File: config.mk
export PLATFORM = sky130hd
export DESIGN_NAME = bp_tournament
export DESIGN_NICKNAME = d
export VERILOG_FILES = /design/src/rtl/bp_pkg.sv /design/src/rtl/bp_sat_table.sv /design/src/rtl/bp_tournament.sv
export SDC_FILE = /design/constraint.sdc
export NUM_CORES = 2
export LEC_CHECK = 0
export BUFFER_PORTS_ARGS = -buffer_cell sky130_fd_sc_hd__buf_2
export CAP_MARGIN = 20
export CORE_MARGIN = 3
export CORE_UTILIZATION = 35
export DETAILED_ROUTE_END_ITERATION = 10
export PLACE_DENSITY = 0.49
export SYNTH_ARGS = -nofsm -noshare
export SYNTH_HDL_FRONTEND = slang
export SYNTH_HIERARCHICAL = 1
export SYNTH_SLANG_ARGS = --single-unit
File: constraint.sdc
create_clock -name clk -period 20.6 [get_ports clk]
set_input_delay 2.06 -clock clk [delete_from_list [all_inputs] [get_ports clk]]
set_output_delay 2.06 -clock clk [all_outputs]
set_load 0.1 [all_outputs]
File: src/rtl/bp_pkg.sv
// Shared constants and helpers for the tournament branch predictor.
package bp_pkg;

    localparam int unsigned PHT_DEPTH_DEF = 7;
    localparam int unsigned BHT_DEPTH_DEF = 3;
    localparam int unsigned GHR_WIDTH_DEF = 4;
    localparam int unsigned CTR_WIDTH_DEF = 2;

    // Metadata layout, LSB first: p_local, p_global, bhr_snap, ghr_snap.
    localparam int unsigned META_PL_OFF  = 0;
    localparam int unsigned META_PG_OFF  = 1;
    localparam int unsigned META_BHR_OFF = 2;

    function automatic int unsigned meta_ghr_off(input int unsigned bhr_w);
        return META_BHR_OFF + bhr_w;
    endfunction

    // Weakly not-taken / weakly global: just below the midpoint.
    function automatic logic [31:0] ctr_init(input int unsigned w);
        return (32'd1 << (w - 1)) - 32'd1;
    endfunction

    function automatic logic [31:0] sat_inc(input logic [31:0] v, input int unsigned w);
        logic [31:0] max_v;
        max_v = (32'd1 << w) - 32'd1;
        return (v >= max_v) ? max_v : v + 32'd1;
    endfunction

    function automatic logic [31:0] sat_dec(input logic [31:0] v, input int unsigned w);
        return (v == 32'd0) ? 32'd0 : v - 32'd1;
    endfunction

endpackage

File: src/rtl/bp_sat_table.sv
// Array of saturating counters: combinational read port plus one up/down
// read-modify-write port that also exposes the entry it is about to update.
module bp_sat_table
    import bp_pkg::*;
#(
    parameter int unsigned DEPTH     = PHT_DEPTH_DEF,
    parameter int unsigned CTR_WIDTH = CTR_WIDTH_DEF
) (
    input  logic                 clk,
    input  logic                 rst,
    input  logic [DEPTH-1:0]     rd_idx,
    output logic [CTR_WIDTH-1:0] rd_ctr,
    input  logic                 we,
    input  logic [DEPTH-1:0]     wr_idx,
    input  logic                 wr_up,
    output logic [CTR_WIDTH-1:0] wr_cur
);

    localparam int unsigned N = 1 << DEPTH;
    localparam logic [CTR_WIDTH-1:0] INIT = CTR_WIDTH'(ctr_init(CTR_WIDTH));

    logic [CTR_WIDTH-1:0] ctr_q [N];
    logic [CTR_WIDTH-1:0] ctr_d;

    always_comb begin
        rd_ctr = ctr_q[rd_idx];
        wr_cur = ctr_q[wr_idx];
        ctr_d  = wr_up ? CTR_WIDTH'(sat_inc(32'(wr_cur), CTR_WIDTH))
                       : CTR_WIDTH'(sat_dec(32'(wr_cur), CTR_WIDTH));
    end

    always_ff @(posedge clk or posedge rst) begin
        if (rst) begin
            for (int i = 0; i < int'(N); i++) begin
                ctr_q[i] <= INIT;
            end
        end else if (we) begin
            ctr_q[wr_idx] <= ctr_d;
        end
    end

endmodule

File: src/rtl/bp_tournament.sv
// Tournament predictor: gshare and per-PC local history arbitrated by a
// chooser, with speculative GHR update at D and snapshot recovery at M.
module bp_tournament
    import bp_pkg::*;
#(
    parameter  int unsigned PHT_DEPTH = PHT_DEPTH_DEF,
    parameter  int unsigned BHT_DEPTH = BHT_DEPTH_DEF,
    parameter  int unsigned GHR_WIDTH = GHR_WIDTH_DEF,
    parameter  int unsigned CTR_WIDTH = CTR_WIDTH_DEF,
    localparam int unsigned BHR_WIDTH = PHT_DEPTH - BHT_DEPTH,
    localparam int unsigned META_W    = GHR_WIDTH + BHR_WIDTH + 2
) (
    input  logic              clk,
    input  logic              rst,
    input  logic [31:0]       pcF,
    output logic              takenF,
    output logic [META_W-1:0] metaF,
    input  logic              branchD,
    input  logic              takenD,
    input  logic              stall,
    input  logic              branchM,
    input  logic              actualM,
    input  logic [31:0]       pcM,
    input  logic [META_W-1:0] metaM,
    output logic              mispredM
);

    localparam int unsigned BHT_N   = 1 << BHT_DEPTH;
    localparam int unsigned GHR_OFF = meta_ghr_off(BHR_WIDTH);
    localparam int unsigned MSB     = CTR_WIDTH - 1;

    logic [GHR_WIDTH-1:0] ghr_q, ghr_d;
    logic [BHR_WIDTH-1:0] bht_q [BHT_N];
    logic [BHR_WIDTH-1:0] bht_d;

    logic [PHT_DEPTH-1:0] gidx_f, lidx_f, gidx_m, lidx_m;
    logic [BHT_DEPTH-1:0] bidx_f, bidx_m;
    logic [BHR_WIDTH-1:0] bhr_f;
    logic [CTR_WIDTH-1:0] g_ctr_f, l_ctr_f, c_ctr_f;
    logic [CTR_WIDTH-1:0] g_cur_m, l_cur_m, c_cur_m;

    logic [GHR_WIDTH-1:0] ghr_snap;
    logic [BHR_WIDTH-1:0] bhr_snap;
    logic                 pg_m, pl_m, pred_m, mis_m;
    logic                 g_ok, l_ok, ch_we;
    logic                 unused_bits;

    // F-side indexing from the live GHR and BHT.
    always_comb begin
        bidx_f = pcF[BHT_DEPTH+1:2];
        bhr_f  = bht_q[bidx_f];
        gidx_f = pcF[PHT_DEPTH+1:2] ^ PHT_DEPTH'(ghr_q);
        lidx_f = {bidx_f, bhr_f};
    end

    // M-side indexing rebuilt from pcM and the carried snapshots.
    always_comb begin
        ghr_snap = metaM[GHR_OFF +: GHR_WIDTH];
        bhr_snap = metaM[META_BHR_OFF +: BHR_WIDTH];
        pg_m     = metaM[META_PG_OFF];
        pl_m     = metaM[META_PL_OFF];
        bidx_m   = pcM[BHT_DEPTH+1:2];
        gidx_m   = pcM[PHT_DEPTH+1:2] ^ PHT_DEPTH'(ghr_snap);
        lidx_m   = {bidx_m, bhr_snap};
        pred_m   = c_cur_m[MSB] ? pl_m : pg_m;
        mis_m    = branchM & (actualM != pred_m);
        g_ok     = (pg_m == actualM);
        l_ok     = (pl_m == actualM);
        ch_we    = branchM & (g_ok != l_ok);
    end

    always_comb begin
        takenF   = ~rst & (c_ctr_f[MSB] ? l_ctr_f[MSB] : g_ctr_f[MSB]);
        metaF    = {ghr_q, bhr_f, g_ctr_f[MSB], l_ctr_f[MSB]};
        mispredM = ~rst & mis_m;
    end

    bp_sat_table #(.DEPTH(PHT_DEPTH), .CTR_WIDTH(CTR_WIDTH)) u_gpht (
        .clk    (clk),
        .rst    (rst),
        .rd_idx (gidx_f),
        .rd_ctr (g_ctr_f),
        .we     (branchM),
        .wr_idx (gidx_m),
        .wr_up  (actualM),
        .wr_cur (g_cur_m)
    );

    bp_sat_table #(.DEPTH(PHT_DEPTH), .CTR_WIDTH(CTR_WIDTH)) u_lpht (
        .clk    (clk),
        .rst    (rst),
        .rd_idx (lidx_f),
        .rd_ctr (l_ctr_f),
        .we     (branchM),
        .wr_idx (lidx_m),
        .wr_up  (actualM),
        .wr_cur (l_cur_m)
    );

    // Chooser moves toward whichever component alone was right.
    bp_sat_table #(.DEPTH(PHT_DEPTH), .CTR_WIDTH(CTR_WIDTH)) u_chooser (
        .clk    (clk),
        .rst    (rst),
        .rd_idx (gidx_f),
        .rd_ctr (c_ctr_f),
        .we     (ch_we),
        .wr_idx (gidx_m),
        .wr_up  (l_ok),
        .wr_cur (c_cur_m)
    );

    // Recovery beats the D shift: the D instruction is on the wrong path.
    always_comb begin
        ghr_d = ghr_q;
        if (mis_m) begin
            ghr_d = GHR_WIDTH'({ghr_snap, actualM});
        end else if (branchD & ~stall) begin
            ghr_d = GHR_WIDTH'({ghr_q, takenD});
        end
        bht_d = BHR_WIDTH'({bhr_snap, actualM});
    end

    always_ff @(posedge clk or posedge rst) begin
        if (rst) begin
            ghr_q <= '0;
            for (int i = 0; i < int'(BHT_N); i++) begin
                bht_q[i] <= '0;
            end
        end else begin
            ghr_q <= ghr_d;
            if (branchM) begin
                bht_q[bidx_m] <= bht_d;
            end
        end
    end

    assign unused_bits = ^{pcF[31:PHT_DEPTH+2], pcF[1:0], pcM[31:PHT_DEPTH+2],
                           pcM[1:0], g_cur_m, l_cur_m};

endmodule

==> metrics.cfg <==
[yosys]
syn_area_um2=41700
synthCells=3969
syn_nets=4050
synth_warnings=6
syn-mean-instance-area_um2=10.5

[final_layout]
fin_nets=3985
area_delta_synth_final_pct=11.6
fin_cells=5511
fin_area_um2=46500
layout-drive-gt1-share_pct=28.6

[clock_tree]
root_buffer=clkbuf_16
clockBufferDepth=3
cts_tree=yes
cts_setup_buffers=0
holdBufCountCts=0
clock-sinks=804
cts.htree.levels=3
insertion_delay_ns=0.72
cts_resized=0
clkTransAtPathRegs_ns=0.06
cts_buffers=96

[grt]
grt_use_met2_pct=35.2
grt_max_degree=122
antenna_found_initial=6
grt_use_total_pct=22.3
met1_usage_pct=31.8
grt_pass1_wl_mm=208
busiest_layer=met2
grtUsageMet3_pct=3.99
overflow=0
grt_pass1_vias=31000

[drt]
antenna_left=0
avgRoutedWirePerCell_um=24.8
drt-vias-per-instance=5.61
drc=0
wl_mm=137
first_iter_violations=2553
vias=30900
dr.pass1.iters=6

[timing]
fin_tns_setup_ns=0
whs_ns=0.460
period_share_pct=48.2
finalSetupViolations=0
fin_skew_ns=0.0403
relSlewSlack_pct=20.8
timing.final.ws_setup_ns=10.68
fmax_mhz=101
tightest_slew_ns=1.19
hold_viol=0
drv_slew=0
period_minus_slack_ns=9.92
rsz0062_at_grt=false

[run]
drv_cap=0

[worst_setup_path]
critPathMaxFanout=51
r2r_cells=9
cp.required_ns=18.54
cp.arrival_ns=7.86
crit_type=primary input to output port
worstSetupEndpointType=output port
critPathLaunchType=primary input

[die]
core-area_um2=117000
die_x_um=351
start_util_pct=35.6
die-height_um=351
num_io_pins=93
dieArea_um2=123000
rows=125

[power_and_ir_drop]
vdd_drop_max_uv=69.0
power.leakage_nw=18.1
p_per_area_nw_per_um2=96.8

[hold_path]
hold_depth=2
hold_path_class=flop to flop

[status]
outcome=finished clean

[place]
placed_cells=5327
gp_congestion=0.853
place_area_um2=43300
place_ws_ns=10.62
numPortBuffers=42
dp_hpwl_mm=85.0

## report_power, final
| part | internal, W | switching (W) |
|---|---|---|
| logic | 0.000309 | 0.000548 |
| clock network | 0.000992 | 0.000726 |
| registers | 0.00181 | 0.000112 |
| total | 0.00311 | 0.00139 |
## critical path, stage by stage
cell and delay, ns:
buf_2 0.53, xor2_4 0.18, buf_4 0.45, buf_4 0.62, buf_4 0.72, mux2i_1 0.16
mux4_2 0.50, nor3b_1 0.18, o311ai_2 0.35, nand3_1 0.19, o21a_1 0.18, inv_2 0.08
mux2i_1 0.62, mux2_4 0.43, nor2_1 0.10, buf_2 0.43
## layer usage
| layer | routed length [um] | share of wire (%) |
|---|---|---|
| met4 | 3140 | 2.3 |
| met3 | 8020 | 5.9 |
| met2 | 62600 | 46 |
| met5 | 13 | 0.0095 |
| met1 | 62700 | 46 |
## state kept, by name, indices dropped and copies added, names as in the netlist
name	flops
u_chooser/ctr_q	256
u_gpht/ctr_q	256
u_lpht/ctr_q	256
bht_q	32
ghr_q	4
## layout by cell type (no fill, tap or decap), types with 8 or more instances in the layout
cell,n
nand2_1,1019
o21ai_0,512
dfrtp_1,420
dfstp_2,384
mux2_2,213
mux4_2,206
nor2_1,135
o21ai_1,120
clkbuf_16,97
a221oi_1,79
buf_4,74
mux2i_1,66
a21oi_1,65
a22oi_1,47
buf_2,41
nand3_1,37
and2_1,28
clkbuf_1,28
nand2b_1,23
nor2b_1,23
nor3_1,23
clkbuf_8,22
and3_1,22
a31oi_1,21
inv_1,20
clkinv_2,19
a211oi_1,13
mux4_1,8
o2bb2ai_1,8
## final timing paths
check	startpoint	end	slack, ns
min in group asynchronous	rst	u_gpht/ctr_q[223]	1.70
setup reg to reg	u_lpht/ctr_q[197]	u_lpht/ctr_q[174]	16.51
max in group asynchronous	rst	u_chooser/ctr_q[101]	16.49
setup / recovery	pcM[4]	mispredM	10.68
hold reg to reg	u_chooser/ctr_q[88]	u_chooser/ctr_q[88]	0.46
hold / removal	u_chooser/ctr_q[88]	u_chooser/ctr_q[88]	0.46
## through the flow
| step | util, % | power, W |
|---|---|---|
| floorplan | - | 0.00253 |
| global placement | 36.9 | 0.00280 |
| detailed placement | 36.9 | 0.00281 |
| CTS | 39.6 | 0.00455 |
| global route | 39.7 | 0.00471 |
| finish | 39.7 | 0.00450 |
## final cells by class
type,instances,area (um2)
clock inverter,32,349
fill,11300,70600
clock buffer,147,2840
multi-input combinational,2849,19800
sequential,804,20600
timing repair buffer,123,893
inverter,30,135
tap,1524,1910
antenna,2,5.00
Power figures use the tool's default switching activity.
